$ cat src/rtl/vga_sync_decoder.sv
// VGA sync decoder: rebuilds pixel/line position from hsync/vsync and tracks lock.
// Define SYNC_TIMEOUT_EN to drop lock when hsync goes missing for two line times.
module vga_sync_decoder #(
  parameter int unsigned H_TOTAL     = 800,
  parameter int unsigned V_TOTAL     = 525,
  parameter int unsigned H_SYNC      = 96,
  parameter int unsigned H_BP        = 48,
  parameter int unsigned H_ACTIVE    = 640,
  parameter int unsigned V_SYNC      = 2,
  parameter int unsigned V_BP        = 33,
  parameter int unsigned V_ACTIVE    = 480,
  parameter int unsigned LOCK_FRAMES = 2
) (
  input  logic        clk,
  input  logic        rst_n,
  input  logic        pix_en,
  input  logic        hsync_in,
  input  logic        vsync_in,
  output logic [15:0] x,
  output logic [15:0] y,
  output logic        de,
  output logic        line_start,
  output logic        frame_start,
  output logic        locked,
  output logic        err
);

  localparam logic [16:0] H_LEN = 17'(H_TOTAL);
  localparam logic [16:0] V_LEN = 17'(V_TOTAL);
  localparam logic [15:0] H_A0  = 16'(H_SYNC + H_BP);
  localparam logic [15:0] H_A1  = 16'(H_SYNC + H_BP + H_ACTIVE);
  localparam logic [15:0] V_A0  = 16'(V_SYNC + V_BP);
  localparam logic [15:0] V_A1  = 16'(V_SYNC + V_BP + V_ACTIVE);
  localparam logic [3:0]  LF    = 4'(LOCK_FRAMES);
`ifdef SYNC_TIMEOUT_EN
  localparam logic [15:0] TO_MAX = 16'(2 * H_TOTAL - 1);
`endif

  typedef enum logic [1:0] {
    SEARCH,
    CHECK,
    LOCKED
  } state_t;

  state_t      state_q, state_d;
  logic [3:0]  good_q, good_d;
  logic        hs_q, hs_d;
  logic        vs_q, vs_d;
  logic [15:0] hcnt_q, hcnt_d;
  logic [15:0] vcnt_q, vcnt_d;
  logic [15:0] x_q, x_d;
  logic [15:0] y_q, y_d;
  logic        de_q, de_d;
  logic        ls_q, ls_d;
  logic        fs_q, fs_d;
  logic        locked_q, locked_d;
  logic        err_q, err_d;

  logic h_edge, v_edge;
  logic h_bad, v_bad;
  logic timeout, viol;
  logic in_h, in_v;

  always_comb begin
    h_edge = pix_en & hs_q & ~hsync_in;
    v_edge = h_edge & vs_q & ~vsync_in;
    hs_d   = pix_en ? hsync_in : hs_q;
    vs_d   = pix_en ? vsync_in : vs_q;
    h_bad  = h_edge & (({1'b0, hcnt_q} + 17'd1) != H_LEN);
    v_bad  = v_edge & (({1'b0, vcnt_q} + 17'd1) != V_LEN);

    timeout = 1'b0;
    hcnt_d  = hcnt_q;
    if (h_edge)
      hcnt_d = '0;
    else if (pix_en && hcnt_q != 16'hFFFF)
      hcnt_d = hcnt_q + 16'd1;
`ifdef SYNC_TIMEOUT_EN
    // Park the counter at the limit so the timeout fires once per loss.
    if (pix_en && !h_edge) begin
      if (hcnt_q == TO_MAX)
        hcnt_d = hcnt_q;
      else if (hcnt_q == TO_MAX - 16'd1)
        timeout = 1'b1;
    end
`endif

    vcnt_d = vcnt_q;
    if (v_edge)
      vcnt_d = '0;
    else if (h_edge && vcnt_q != 16'hFFFF)
      vcnt_d = vcnt_q + 16'd1;

    viol     = (state_q != SEARCH) & (h_bad | v_bad | timeout);
    state_d  = state_q;
    good_d   = good_q;
    locked_d = locked_q;
    err_d    = viol;
    if (viol || timeout) begin
      state_d  = SEARCH;
      good_d   = '0;
      locked_d = 1'b0;
    end else if (v_edge) begin
      unique case (state_q)
        SEARCH: begin
          state_d = CHECK;
          good_d  = '0;
        end
        CHECK: begin
          good_d = good_q + 4'd1;
          if (good_q + 4'd1 == LF) begin
            state_d  = LOCKED;
            locked_d = 1'b1;
          end
        end
        LOCKED: state_d = LOCKED;
        default: begin
          state_d  = SEARCH;
          good_d   = '0;
          locked_d = 1'b0;
        end
      endcase
    end

    in_h = (hcnt_q >= H_A0) && (hcnt_q < H_A1);
    in_v = (vcnt_q >= V_A0) && (vcnt_q < V_A1);
    de_d = locked_q & in_h & in_v;
    x_d  = de_d ? hcnt_q - H_A0 : '0;
    y_d  = de_d ? vcnt_q - V_A0 : '0;
    ls_d = h_edge;
    fs_d = v_edge;
  end

  always_ff @(posedge clk or negedge rst_n) begin
    if (!rst_n) begin
      state_q  <= SEARCH;
      good_q   <= '0;
      hs_q     <= 1'b0;
      vs_q     <= 1'b0;
      hcnt_q   <= '0;
      vcnt_q   <= '0;
      x_q      <= '0;
      y_q      <= '0;
      de_q     <= 1'b0;
      ls_q     <= 1'b0;
      fs_q     <= 1'b0;
      locked_q <= 1'b0;
      err_q    <= 1'b0;
    end else begin
      state_q  <= state_d;
      good_q   <= good_d;
      hs_q     <= hs_d;
      vs_q     <= vs_d;
      hcnt_q   <= hcnt_d;
      vcnt_q   <= vcnt_d;
      x_q      <= x_d;
      y_q      <= y_d;
      de_q     <= de_d;
      ls_q     <= ls_d;
      fs_q     <= fs_d;
      locked_q <= locked_d;
      err_q    <= err_d;
    end
  end

  assign x           = x_q;
  assign y           = y_q;
  assign de          = de_q;
  assign line_start  = ls_q;
  assign frame_start = fs_q;
  assign locked      = locked_q;
  assign err         = err_q;

endmodule

$ cat config.mk
export PLATFORM = sky130hd
export DESIGN_NAME = vga_sync_decoder
export DESIGN_NICKNAME = d
export VERILOG_FILES = /design/src/rtl/vga_sync_decoder.sv
export SDC_FILE = /design/constraint.sdc
export NUM_CORES = 1
export LEC_CHECK = 0
export ABC_AREA = 1
export BUFFER_PORTS_ARGS = -buffer_cell sky130_fd_sc_hd__buf_2
export CORE_UTILIZATION = 59
export DETAILED_ROUTE_END_ITERATION = 7
export GPL_TIMING_DRIVEN = 1
export PLACE_DENSITY = 0.92
export REMOVE_ABC_BUFFERS = 1
export SKIP_LAST_GASP = 1
export SLEW_MARGIN = 25
export SYNTH_ARGS = -nofsm -noshare
export SYNTH_HDL_FRONTEND = slang
export SYNTH_SLANG_ARGS = --single-unit
$ cat constraint.sdc
create_clock -name clk -period 2.04 [get_ports clk]
set_input_delay 0.204 -clock clk [delete_from_list [all_inputs] [get_ports clk]]
set_output_delay 0.204 -clock clk [all_outputs]
set_load 0.01 [all_outputs]
==> results by group <==
Run status
  – Outcome: complete, but fails checks
  – Violated checks: setup timing

Synth
  – Distinct cells, synth: 36
  – Synth Cell Area: roughly 4200 um^2
  – Commonest cells in the netlist: nand2_1, nor2_1, dfrtp_1
  – Sequential cell area fraction in the yosys report: a little under half
  – Avg Inst Size Synth: between 7 and 8 um^2
  – Synth area leader: dfrtp_1
  – Share of the synthesized area in the top cell type: 46.0%
  – Synthesis Warnings: 0
  – Synth top area cells: dfrtp_1, nand2_1, nand3_1, nor2_1, inv_1
  – Asr flop ratio synth: 100%
  – Most used flip-flop cell after synthesis: dfrtp_1
  – EDFF count, synth: 0
  – Most numerous cell in the Yosys netlist: nand2_1
  – Mapped Cells: 545
  – Synthesis-stage register bit count: slightly below 80

Drt
  – Post-Route WL: 10900 um
  – Iter 0 DRT Violations: about 350
  – Routed Antenna Nets: 0
  – Post-route DRC: 0
  – Wire per inst: 15.3 um
  – Routed via count: roughly 4100
  – Vias per cell: 5.73
  – 1st-pass router iterations: 5

Worst setup path
  – Arr. time, crit path: between 2 and 2.5 ns
  – Critical path's most frequent cell: nand2_1
  – Worst setup path category: reg2reg
  – Max stage delay cell, worst path: dfrtp_1
  – Worst path bufs/invs: 1
  – R2R setup slack: -0.02 ns
  – R2r startpoint: vcnt_q[2]$_DFFE_PN0P_
  – RR Endpoint: state_q[0]$_DFFE_PN0P_
  – Crit start category: register
  – Data required, critical path: ~2.3 ns
  – Reg2reg path depth: 15
  – Setup crit end kind: register
  – Max Fanout on Critical Path: 6
  – Family with the most delay on the worst path: simple AND/OR/NAND/NOR gates
  – Largest stage delay on the critical path: ~0.55 ns
  – Worst-path cell chain: inv_2 -> nor2_4 -> nand2_4 -> nand2_2 -> nand2_2 -> nor2_2 -> nand2_1 -> nor3_2 -> nand2_1 -> nand2_2 -> nand2_4 -> nand2_4 -> nand2_1 -> nand2_1 -> nand2_1

Place
  – Placed Instance Area: about 4600 um^2
  – Post-DP HPWL: between 7000 and 8000 um
  – Pre-CTS setup slack: -0.104 ns
  – Final GP Congestion: ~0.94
  – I/O Buffers: slightly above 40

STA
  – Post-Route Skew: between 0.02 and 0.025 ns
  – Rel. slew slack: between 60% and 70%
  – Period utilization: 101%
  – Hold Vio Cnt, Final: 0
  – Final Max Tran Viols: 0
  – RSZ-0062 raised after global routing: yes
  – # setup viols final: 2
  – Slew @ Worst Pin: ~0.6 ns
  – Fin crit period: around 2.1 ns
  – Final worst slack: -0.0238 ns
  – Achievable frequency: 0.485 GHz

GRT
  – Grt ovf: 0
  – Vias in the first global route: 3666
  – Largest net degree at the start of global routing: 39
  – First-pass GRT wire length: between 15000 and 20000 um
  – Initial antenna violation count: 0
  – Gr usage total: around 30%

Min path
  – Hold Path Cell Cnt: 3
  – Min-delay src: hsync_in
  – Worst hold-check path type: in2reg
  – Hold EP: hs_q$_DFFE_PN0P_

Floorplan
  – Die width: about 86 um
  – Rows: 30
  – Die H: 86.3 um
  – Initial core utilization: 61.3%
  – Num ports: 42
  – Core Region: about 6800 um^2
  – Die footprint: 7440 um^2

Power and ir drop
  – Switching share of power: between 30% and 40%
  – Combinational Power Share: between 30 and 40%
  – Flop pwr share: 40.9%
  – P_sw: 1.80 mW
  – Pwr/cell area: about 940 nW/um^2
  – Clock Power Share: roughly 29%
  – Worst VDD drop: approximately 0.46 mV
  – Lkg Pwr: 2.57 nW
  – Pint: 3.03 mW

Finish
  – Util after Layout: roughly three quarters
  – Final nets: between 600 and 700
  – Final Cell Area: 5120 um^2
  – P&R area growth vs syn: 22.2%
  – # diodes: 0
  – Share of layout cells above drive strength 1: approximately a quarter

CTS
  – CTS H-tree lvls: 3
  – Clock root cell: clkbuf_8
  – CTS Buffer Depth: 2
  – Clock Sinks: 77
  – CTS tree: built
  – Clk Latency, worst-skew pair: roughly 0.36 ns
  – CTS clk-pin slew, worst paths: around 0.090 ns
  – CTS Buf Count: 9

Run
  – Max_cap viols: 0
metrics by stage:
step | setup TNS, ns | hold WS (ns) | total power [mW] | std cells
2_1_floorplan | -0.0174 | -0.0916 | 2.75 | 534
3_3_place_gp | 0 | 0.186 | 3.11 | 690
3_5_place_dp | -0.413 | 0.192 | 3.17 | 690
4_1_cts | 0 | 0.0781 | 4.58 | 709
5_1_grt | -1.05 | 0.101 | 5.06 | 715
6_report | -0.0307 | 0.0796 | 4.83 | 715
metal layers:
layer  share of wire [%]  track usage [%]  wire (um)
met1                  42             39.2       4570
met2                  46             46.3       4980
met3                 8.9             7.43        974
met4                 3.5             13.5        384
met5                   0                0          0
state kept, by name, indices dropped and copies added, names as in the netlist:
signal and flops:
hcnt_q 16, vcnt_q 16, x 16, y 16
good_q 4, state_q 2, de 1, err 1
frame_start 1, hs_q 1, line_start 1, locked 1
vs_q 1
worst max-delay path by stage:
stage	from	endpoint	slack (ns)	cells after the start
floorplan	hcnt_q[4]$_DFFE_PN0P_	y[5]$_DFF_PN0_	-0.02	9
global placement	vcnt_q[0]$_DFFE_PN0P_	state_q[0]$_DFFE_PN0P_	0.01	16
detailed placement	vcnt_q[0]$_DFFE_PN0P_	state_q[0]$_DFFE_PN0P_	-0.10	16
CTS	hcnt_q[1]$_DFFE_PN0P_	state_q[0]$_DFFE_PN0P_	0.008	16
global route	hcnt_q[1]$_DFFE_PN0P_	state_q[0]$_DFFE_PN0P_	-0.14	16
finish	vcnt_q[2]$_DFFE_PN0P_	state_q[0]$_DFFE_PN0P_	-0.02	15
worst min-delay path: cells and delay by family:
| family | cells | cell delay, ns |
|---|---|---|
| compound gates | 1 | 0.06 |
| buf+inv | 1 | 0.09 |
| simple gates | 1 | 0.04 |
area by class of cell:
class	instances	area, um^2
repair buffers	68	429
inverters	66	248
clock inverters	4	77.6
multi-input cells	392	2140
clock buffers	12	165
fillers	511	1710
well taps	96	120
flip-flops and latches	77	1930
power by group through the flow:
stage	clock network (mW)	registers, mW	logic [mW]
finish	1.38	1.98	1.47
CTS	1.38	1.93	1.27
floorplan	0	1.93	0.825
global route	1.44	2.00	1.62
detailed placement	0	1.95	1.22
global placement	0	1.94	1.17
cell usage in the layout (no fill, tap or decap), types with 2 or more instances in the layout:
| master | netlist | routed |
|---|---|---|
| o211ai_1 | 2 | 2 |
| nand2_1 | 119 | 108 |
| ha_1 | 13 | 10 |
| ha_2 | 0 | 2 |
| o21ai_1 | 4 | 4 |
| nand2_2 | 5 | 12 |
| dfrtp_2 | 0 | 6 |
| inv_1 | 62 | 61 |
| nand2_4 | 0 | 5 |
| nand3_2 | 0 | 2 |
| nor4_1 | 2 | 2 |
| conb_1 | 1 | 3 |
| nor2_4 | 3 | 6 |
| o21ai_0 | 34 | 34 |
| nand4_1 | 9 | 9 |
| buf_2 | 4 | 40 |
| bufinv_16 | 0 | 2 |
| dfrtp_1 | 77 | 71 |
| clkbuf_8 | 0 | 12 |
| buf_4 | 1 | 25 |
| nor3_2 | 1 | 4 |
| a21oi_1 | 18 | 17 |
| nor2_2 | 3 | 13 |
| nand3_1 | 60 | 57 |
| xor2_2 | 0 | 3 |
| o22ai_1 | 4 | 4 |
| nor2_1 | 79 | 66 |
| inv_2 | 4 | 5 |
| xor2_1 | 14 | 11 |
| nor3_1 | 8 | 5 |
kinds of logic (layout without fill, tap and decap cells):
| kind of cell | Yosys count | in the layout | share of synthesized area (%) |
|---|---|---|---|
| AND/OR/NAND/NOR | 295 | 296 | 31.2 |
| buffers and inverters | 79 | 150 | 7.47 |
| flip-flops | 77 | 77 | 46.0 |
| AO/OA/AOI/OAI | 65 | 65 | 8.27 |
| XOR/XNOR | 15 | 15 | 3.14 |
| adder cells (fa/ha/maj) | 13 | 13 | 3.88 |
| other | 1 | 3 | 0.0895 |
repair_timing:
| action | in CTS | in global routing |
|---|---|---|
| pin swaps | 1 | 23 |
| endpoints found under the setup margin | 10 | 42 |
| hold endpoints to repair | 35 | 0 |
| hold buffers | 1 | 0 |
| buffers inserted | 2 | 5 |
| cloned | 0 | 1 |
| resized for setup | 6 | 49 |
Note: power is estimated with default switching activity, not from simulation.
